$ cat config.mk
export PLATFORM = sky130hd
export DESIGN_NAME = vend_machine_multi
export DESIGN_NICKNAME = d
export VERILOG_FILES = /design/src/rtl/vend_pkg.sv /design/src/rtl/vend_inventory.sv /design/src/rtl/vend_machine_multi.sv
export SDC_FILE = /design/constraint.sdc
export NUM_CORES = 1
export LEC_CHECK = 0
export BUFFER_PORTS_ARGS = -buffer_cell sky130_fd_sc_hd__clkbuf_2
export CAP_MARGIN = 20
export CORE_MARGIN = 2
export CORE_UTILIZATION = 65
export DETAILED_ROUTE_END_ITERATION = 6
export GPL_TIMING_DRIVEN = 0
export PLACE_DENSITY_LB_ADDON = 0.3
export SYNTH_ARGS = -nofsm -noshare
export SYNTH_HDL_FRONTEND = slang
export SYNTH_SLANG_ARGS = --single-unit
$ cat constraint.sdc
create_clock -name clock -period 10.8 [get_ports clock]
set_input_delay 1.62 -clock clock [delete_from_list [all_inputs] [get_ports clock]]
set_output_delay 1.62 -clock clock [all_outputs]
set_load 0.01 [all_outputs]
$ cat src/rtl/vend_pkg.sv
// Shared types and constants for the multi-item vending machine.
// Prices are stored in nickel units, one byte per item, item 0 in the low byte.
package vend_pkg;

    typedef enum logic [1:0] {
        ACCEPT = 2'd0,
        VEND   = 2'd1,
        REFUND = 2'd2
    } state_t;

    localparam int NICKEL_V  = 1;
    localparam int DIME_V    = 2;
    localparam int QUARTER_V = 5;

    localparam int MAX_PRICE_ITEMS = 32;
    localparam int PRICE_VEC_W     = 8 * MAX_PRICE_ITEMS;

    localparam logic [31:0] DEFAULT_PRICES = {8'd7, 8'd5, 8'd4, 8'd3};

    function automatic logic [7:0] price_at(input logic [PRICE_VEC_W-1:0] prices,
                                            input int unsigned idx);
        return prices[idx*8 +: 8];
    endfunction

endpackage

$ cat src/rtl/vend_inventory.sv
// Per-item stock counters; restock of an item overrides a same-cycle decrement.
// The empty flag reflects the currently selected item.
module vend_inventory #(
    parameter int NUM_ITEMS  = 4,
    parameter int SEL_W      = $clog2(NUM_ITEMS),
    parameter int INV_W      = 4,
    parameter int INIT_STOCK = 8
) (
    input  logic             clock,
    input  logic             reset,
    input  logic [SEL_W-1:0] sel,
    input  logic             dec,
    input  logic             restock,
    output logic             empty
);

    localparam logic [INV_W-1:0] STOCK_INIT = INV_W'(INIT_STOCK);
    localparam logic [INV_W-1:0] STOCK_ZERO = {INV_W{1'b0}};
    localparam logic [INV_W-1:0] STOCK_ONE  = {{(INV_W-1){1'b0}}, 1'b1};

    logic [INV_W-1:0] stock_r [NUM_ITEMS];

    // Stock counters: reload on restock, saturating decrement on a vend.
    always_ff @(posedge clock or negedge reset) begin
        if (!reset) begin
            for (int i = 0; i < NUM_ITEMS; i++) begin
                stock_r[i] <= STOCK_INIT;
            end
        end else begin
            for (int i = 0; i < NUM_ITEMS; i++) begin
                if (restock && (sel == SEL_W'(i))) begin
                    stock_r[i] <= STOCK_INIT;
                end else if (dec && (sel == SEL_W'(i)) && (stock_r[i] != STOCK_ZERO)) begin
                    stock_r[i] <= stock_r[i] - STOCK_ONE;
                end else begin
                    stock_r[i] <= stock_r[i];
                end
            end
        end
    end

    assign empty = (stock_r[sel] == STOCK_ZERO);

endmodule

$ cat src/rtl/vend_machine_multi.sv
// Multi-item vending controller: coin credit, vend, cancel and serial nickel change.
// Outputs are registered so that each pulse coincides with the state it belongs to.
module vend_machine_multi
    import vend_pkg::*;
#(
    parameter int                     NUM_ITEMS  = 4,
    parameter int                     SEL_W      = $clog2(NUM_ITEMS),
    parameter int                     CREDIT_W   = 6,
    parameter int                     MAX_CREDIT = 20,
    parameter logic [8*NUM_ITEMS-1:0] PRICES     = DEFAULT_PRICES,
    parameter int                     INV_W      = 4,
    parameter int                     INIT_STOCK = 8
) (
    input  logic                clock,
    input  logic                reset,
    input  logic [SEL_W-1:0]    item_sel,
    input  logic                vend_req,
    input  logic                cancel,
    input  logic                restock,
    input  logic                nickel_in,
    input  logic                dime_in,
    input  logic                quarter_in,
    output logic                dispense,
    output logic [SEL_W-1:0]    dispensed_item,
    output logic                nickel_out,
    output logic                coin_reject,
    output logic                sold_out,
    output logic                low_credit,
    output logic [CREDIT_W-1:0] credit,
    output logic                busy
);

    localparam logic [CREDIT_W-1:0] CREDIT_ZERO = {CREDIT_W{1'b0}};
    localparam logic [CREDIT_W-1:0] CREDIT_ONE  = {{(CREDIT_W-1){1'b0}}, 1'b1};
    localparam logic [CREDIT_W:0]   CREDIT_CAP  = (CREDIT_W+1)'(MAX_CREDIT);
    localparam logic [PRICE_VEC_W-1:0] PRICE_VEC = PRICE_VEC_W'(PRICES);

    state_t              state_r, state_s;
    logic [CREDIT_W-1:0] credit_r, credit_s, price_s, coin_add_s;
    logic [SEL_W-1:0]    item_s;
    logic [CREDIT_W:0]   sum_s;
    logic [2:0]          coin_v_s;
    logic [1:0]          n_coins_s;
    logic                coin_ok_s, any_coin_s, empty_s, dec_s;
    logic                dispense_s, nickel_s, reject_s, sold_s, low_s;

    vend_inventory #(
        .NUM_ITEMS (NUM_ITEMS),
        .SEL_W     (SEL_W),
        .INV_W     (INV_W),
        .INIT_STOCK(INIT_STOCK)
    ) u_inv (
        .clock  (clock),
        .reset  (reset),
        .sel    (item_sel),
        .dec    (dec_s),
        .restock(restock),
        .empty  (empty_s)
    );

    // Coin decode: a coin is credited only if it is the sole strobe and fits under the cap.
    always_comb begin
        n_coins_s = {1'b0, nickel_in} + {1'b0, dime_in} + {1'b0, quarter_in};
        if (nickel_in) begin
            coin_v_s = 3'(NICKEL_V);
        end else if (dime_in) begin
            coin_v_s = 3'(DIME_V);
        end else if (quarter_in) begin
            coin_v_s = 3'(QUARTER_V);
        end else begin
            coin_v_s = 3'd0;
        end
        any_coin_s = (n_coins_s != 2'd0);
        sum_s      = {1'b0, credit_r} + (CREDIT_W+1)'(coin_v_s);
        coin_ok_s  = (n_coins_s == 2'd1) && (sum_s <= CREDIT_CAP);
        coin_add_s = coin_ok_s ? CREDIT_W'(coin_v_s) : CREDIT_ZERO;
        price_s    = CREDIT_W'(price_at(PRICE_VEC, 32'(item_sel)));
    end

    // Next-state, credit and output-pulse logic.
    always_comb begin
        state_s  = state_r;
        credit_s = credit_r;
        item_s   = dispensed_item;
        dec_s    = 1'b0;
        reject_s = 1'b0;
        sold_s   = 1'b0;
        low_s    = 1'b0;
        case (state_r)
            ACCEPT: begin
                if (cancel) begin
                    reject_s = any_coin_s;
                    if (credit_r != CREDIT_ZERO) begin
                        state_s = REFUND;
                    end else begin
                        state_s = ACCEPT;
                    end
                end else begin
                    reject_s = any_coin_s && !coin_ok_s;
                    // The purchase is judged on the credit held before this edge's coin.
                    if (vend_req && !empty_s && (credit_r >= price_s)) begin
                        credit_s = credit_r - price_s + coin_add_s;
                        dec_s    = 1'b1;
                        item_s   = item_sel;
                        state_s  = VEND;
                    end else begin
                        credit_s = credit_r + coin_add_s;
                        sold_s   = vend_req && empty_s;
                        low_s    = vend_req && !empty_s && (credit_r < price_s);
                    end
                end
            end
            VEND: begin
                reject_s = any_coin_s;
                if (credit_r != CREDIT_ZERO) begin
                    state_s = REFUND;
                end else begin
                    state_s = ACCEPT;
                end
            end
            REFUND: begin
                reject_s = any_coin_s;
                if (credit_r <= CREDIT_ONE) begin
                    credit_s = CREDIT_ZERO;
                    state_s  = ACCEPT;
                end else begin
                    credit_s = credit_r - CREDIT_ONE;
                    state_s  = REFUND;
                end
            end
            default: begin
                state_s  = ACCEPT;
                credit_s = CREDIT_ZERO;
            end
        endcase
        dispense_s = (state_s == VEND);
        nickel_s   = (state_s == REFUND);
    end

    // State, credit and registered outputs.
    always_ff @(posedge clock or negedge reset) begin
        if (!reset) begin
            state_r        <= ACCEPT;
            credit_r       <= CREDIT_ZERO;
            dispensed_item <= {SEL_W{1'b0}};
            dispense       <= 1'b0;
            nickel_out     <= 1'b0;
            coin_reject    <= 1'b0;
            sold_out       <= 1'b0;
            low_credit     <= 1'b0;
            busy           <= 1'b0;
        end else begin
            state_r        <= state_s;
            credit_r       <= credit_s;
            dispensed_item <= item_s;
            dispense       <= dispense_s;
            nickel_out     <= nickel_s;
            coin_reject    <= reject_s;
            sold_out       <= sold_s;
            low_credit     <= low_s;
            busy           <= (state_s != ACCEPT);
        end
    end

    assign credit = credit_r;

endmodule

==> impl_results.md <==
- Post-route ant nets: 0
- Estimated wirelength of the detail-placed design: 4.32 mm
- CTS tree: yes
- Min Tclk post-route: 5490 ps
- Number of cells after detailed placement: 361
- Layout cell share with drive strength beyond 1: 18.8%
- Slew Limit Headroom: 45.8%
- CP endpoint kind: flop
- Post-layout instance count excluding filler cells: 369
- Post-cts repair resize count: 0
- Core region area: 4060 um2
- Final number of hold-violating endpoints: 0
- Largest cells by area after synthesis: dfrtp_1 (25%), ha_1 (16%), inv_1 (5.0%), xnor2_1 (4.4%), fa_1 (4.3%)
- Vias after detailed routing: 2,129
- Max-slew violation count: 0
- Post-Syn Area: about 2800 um2
- Critical path's slowest cell: fa_1
- Portion of the clock cycle consumed by the worst path in the final layout: 50.8%
- Worst path arrival time: 5680 ps
- Maximum number of pins on one net before global-route repair: 33
- Via density: roughly 5.8
- Sinks on Clock Net: 32
- Share of flip-flops with an asynchronous set or reset after synthesis: 100%
- Final Core Density: 75.8%
- Result of the run: complete, no violations
- CP Cell Sequence: clkbuf_2, inv_1, nand2_1, nand2_1, ha_1, inv_1, fa_1, nor2b_1, o21ai_0, xnor2_1, a21oi_1, or3_1, nor2_1, fa_1, ha_1, a21o_1, a21oi_1, o21ba_2, o21bai_1, xor2_1, o311ai_1
- Clk pin slew, worst setup/hold paths: approximately 70 ps
- Clock tree skew after final layout: 7.81 ps
- Hold-fix buffers, CTS: 0
- Floorplan die area: 4800 um2
- Routed length per placed instance: 15.5 um
- Stage delay of the slowest cell on the critical path: 490 ps
- Drc violations: 0
- Main flop type after synthesis: dfrtp_1
- Synth-to-layout area growth: 11.0%
- # IOs: 24
- DRT Wirelength: 5.73 mm
- Number of inserted filler cells in the final layout: ~270
- Crit path launch type: input port
- Pleak: 1.46 nW
- Number of distinct library cells after synthesis: 59
- Chip Width: between 60 and 70 um
- Post-layout nets: around 370
- # rows: 23
- Worst Path Required: 10,990 ps
- RSZ-0062 raised after global routing: false
- Clk_lat worst skew: around 290 ps
- Quantity of I/O buffers inserted on ports: 23
- Number of H-tree branching levels: 2
- Max IR drop VDD: around 160 uV
- Die Ht: 69.3 um
- Buffer depth of the longest clock path: 2
- Placement Setup Slack: 5080 ps
- Syn_area_per_cell: 9.62 um2
- Global-route wire length before repair: 10.1 mm
- Post-synthesis simple-gate area fraction: 17.4%
- Number of buffers created by CTS: 5
- Library cell occupying the most area in the post-synthesis netlist: dfrtp_1
- CTS Root Buffer Type: clkbuf_8
- Placer congestion estimate: 0.838
- Worst Slack Setup Final: approximately 5300 ps
- Leading cell type by number of instances after synthesis: inv_1
- Pwr/cell area: 255 nW/um2
- Gate count of the mapped netlist: ~290
- Register cell area after layout: 806 um2
- Initial antenna violation count: 0
- Top-area cell type share of the netlist area: 25.3%
- Adder-cell share of the synthesized area: 20.1%
- Part of the Yosys area used for sequential elements: 29.1%
- Number of synthesized register bits: 32
- EDFF count, synth: 0
- Combinational family with the most area after synthesis: adder cells
- DRC marker count from the first detailed-route iteration: ~170
- # setup viols final: 0
- Number of nets produced by synthesis: roughly 340
- Hold/Removal Path Class: flop to flop
- Worst Setup Path Type: input port to flop
- Number of global-route vias before repair: between 2,000 and 2,500
- Final-layout worst hold slack: 483 ps
- Compound-gate portion of the synthesized area: 17.8%
- GRT overflow: 0
- Maximum operating frequency: about 0.18 GHz
- Post-CTS Setup Inserts: 0
- Commonest cells in the synthesized netlist: inv_1 (37), ha_1 (35), dfrtp_1 (28)
- Count of TritonRoute iterations in the first routing pass: 4
- Aggregate global-route resource usage: 26.1%
- Area of the multi-input gates: approximately 1800 um2
- Share of synthesized area spent on multiplexers: 2.53%
- Number of max-cap violations: 0
- Diodes inserted: 0
- Critical path fanouts, max: 4
- Post-Synth XOR/XNOR Area: around 7.3%
- Synthesis Warnings: 0
- Final setup TNS: 0 ps
- Starting density of the core: 68.3%
- Measured slew at the worst slew-check pin: 813 ps
[where the power goes]
group          total (mW)  internal [mW]  switching (mW)
registers           0.216          0.169          0.0468
logic               0.442          0.192           0.250
clock network       0.127         0.0814          0.0453
total               0.785          0.443           0.342
[cell families after synthesis]
group                      Yosys count
DFF                                 32
AOI/OAI and AO/OA                   64
muxes                                7
xor gates and xnor gates            23
and+or+nand+nor                     81
adders and majority gates           41
buffers and inverters               40
[critical path: cells and delay by family]
| kind | cells | cell delay [ps] |
|---|---|---|
| AOI/OAI and AO/OA | 7 | 1140 |
| xor gates and xnor gates | 2 | 330 |
| adders and majority gates | 4 | 1370 |
| buffers and inverters | 3 | 240 |
| and+or+nand+nor | 5 | 990 |
[layout by cell type, fill, tap and decap left out, types with 4 or more instances in the layout]
cell,count
nor2b_1,4
mux2i_1,7
nand2b_1,4
clkbuf_2,23
dfrtp_1,28
nor2_1,14
nand2_1,21
a21o_1,4
xnor2_1,14
clkbuf_8,7
a21oi_1,21
o21ai_0,10
fa_1,6
ha_1,35
nand3_1,6
dfstp_2,4
xor2_1,9
o21ai_1,6
inv_1,37
and2_1,4
nor3_1,7
[layout make-up]
cell class	instances	area share (%)
Multi-Input combinational cell	216	58.7
Tap cell	50	2.03
Timing Repair Buffer	23	3.74
Inverter	37	4.52
Clock buffer	7	3.13
Clock inverter	1	0.976
Sequential cell	32	26.2
Buffer	3	0.651
[sequential cells by signal (all words and copies together), names as in the netlist, 2 cells and up]
register        count
u_inv.stock_r      16
credit              6
dispensed_item      2
state_r             2
[routing by layer]
metal	GRT usage (%)	wire length (um)	share of wire, %
met1	36.1	2800	49
met2	40.3	2610	46
met3	6.25	231	4.0
met4	9.15	87	1.5
met5	0	0	0
[worst paths after layout]
path | from | to | slack [ps] | depth (start not counted)
worst max-delay path | dime_in | credit[5]$_DFFE_PN0P_ | 5310 | 21
worst min-delay path | dispensed_item[1]$_DFFE_PN0P_ | dispensed_item[1]$_DFFE_PN0P_ | 480 | 2
worst max register to register | credit[1]$_DFFE_PN0P_ | credit[5]$_DFFE_PN0P_ | 6430 | 16
worst min register to register | dispensed_item[1]$_DFFE_PN0P_ | dispensed_item[1]$_DFFE_PN0P_ | 480 | 2
max in group asynchronous | reset | u_inv.stock_r[0]$_DFFE_PN0P_ | 8870 | 1
min in group asynchronous | reset | credit[0]$_DFFE_PN0P_ | 1410 | 1
[stage by stage]
step	instance area (um2)	power (mW)
6_report	3080	0.785
5_1_grt	3080	0.851
4_1_cts	3080	0.787
3_5_place_dp	2950	0.654
3_3_place_gp	2950	0.641
2_1_floorplan	2770	0.549
(Power assumes the default switching activity.)
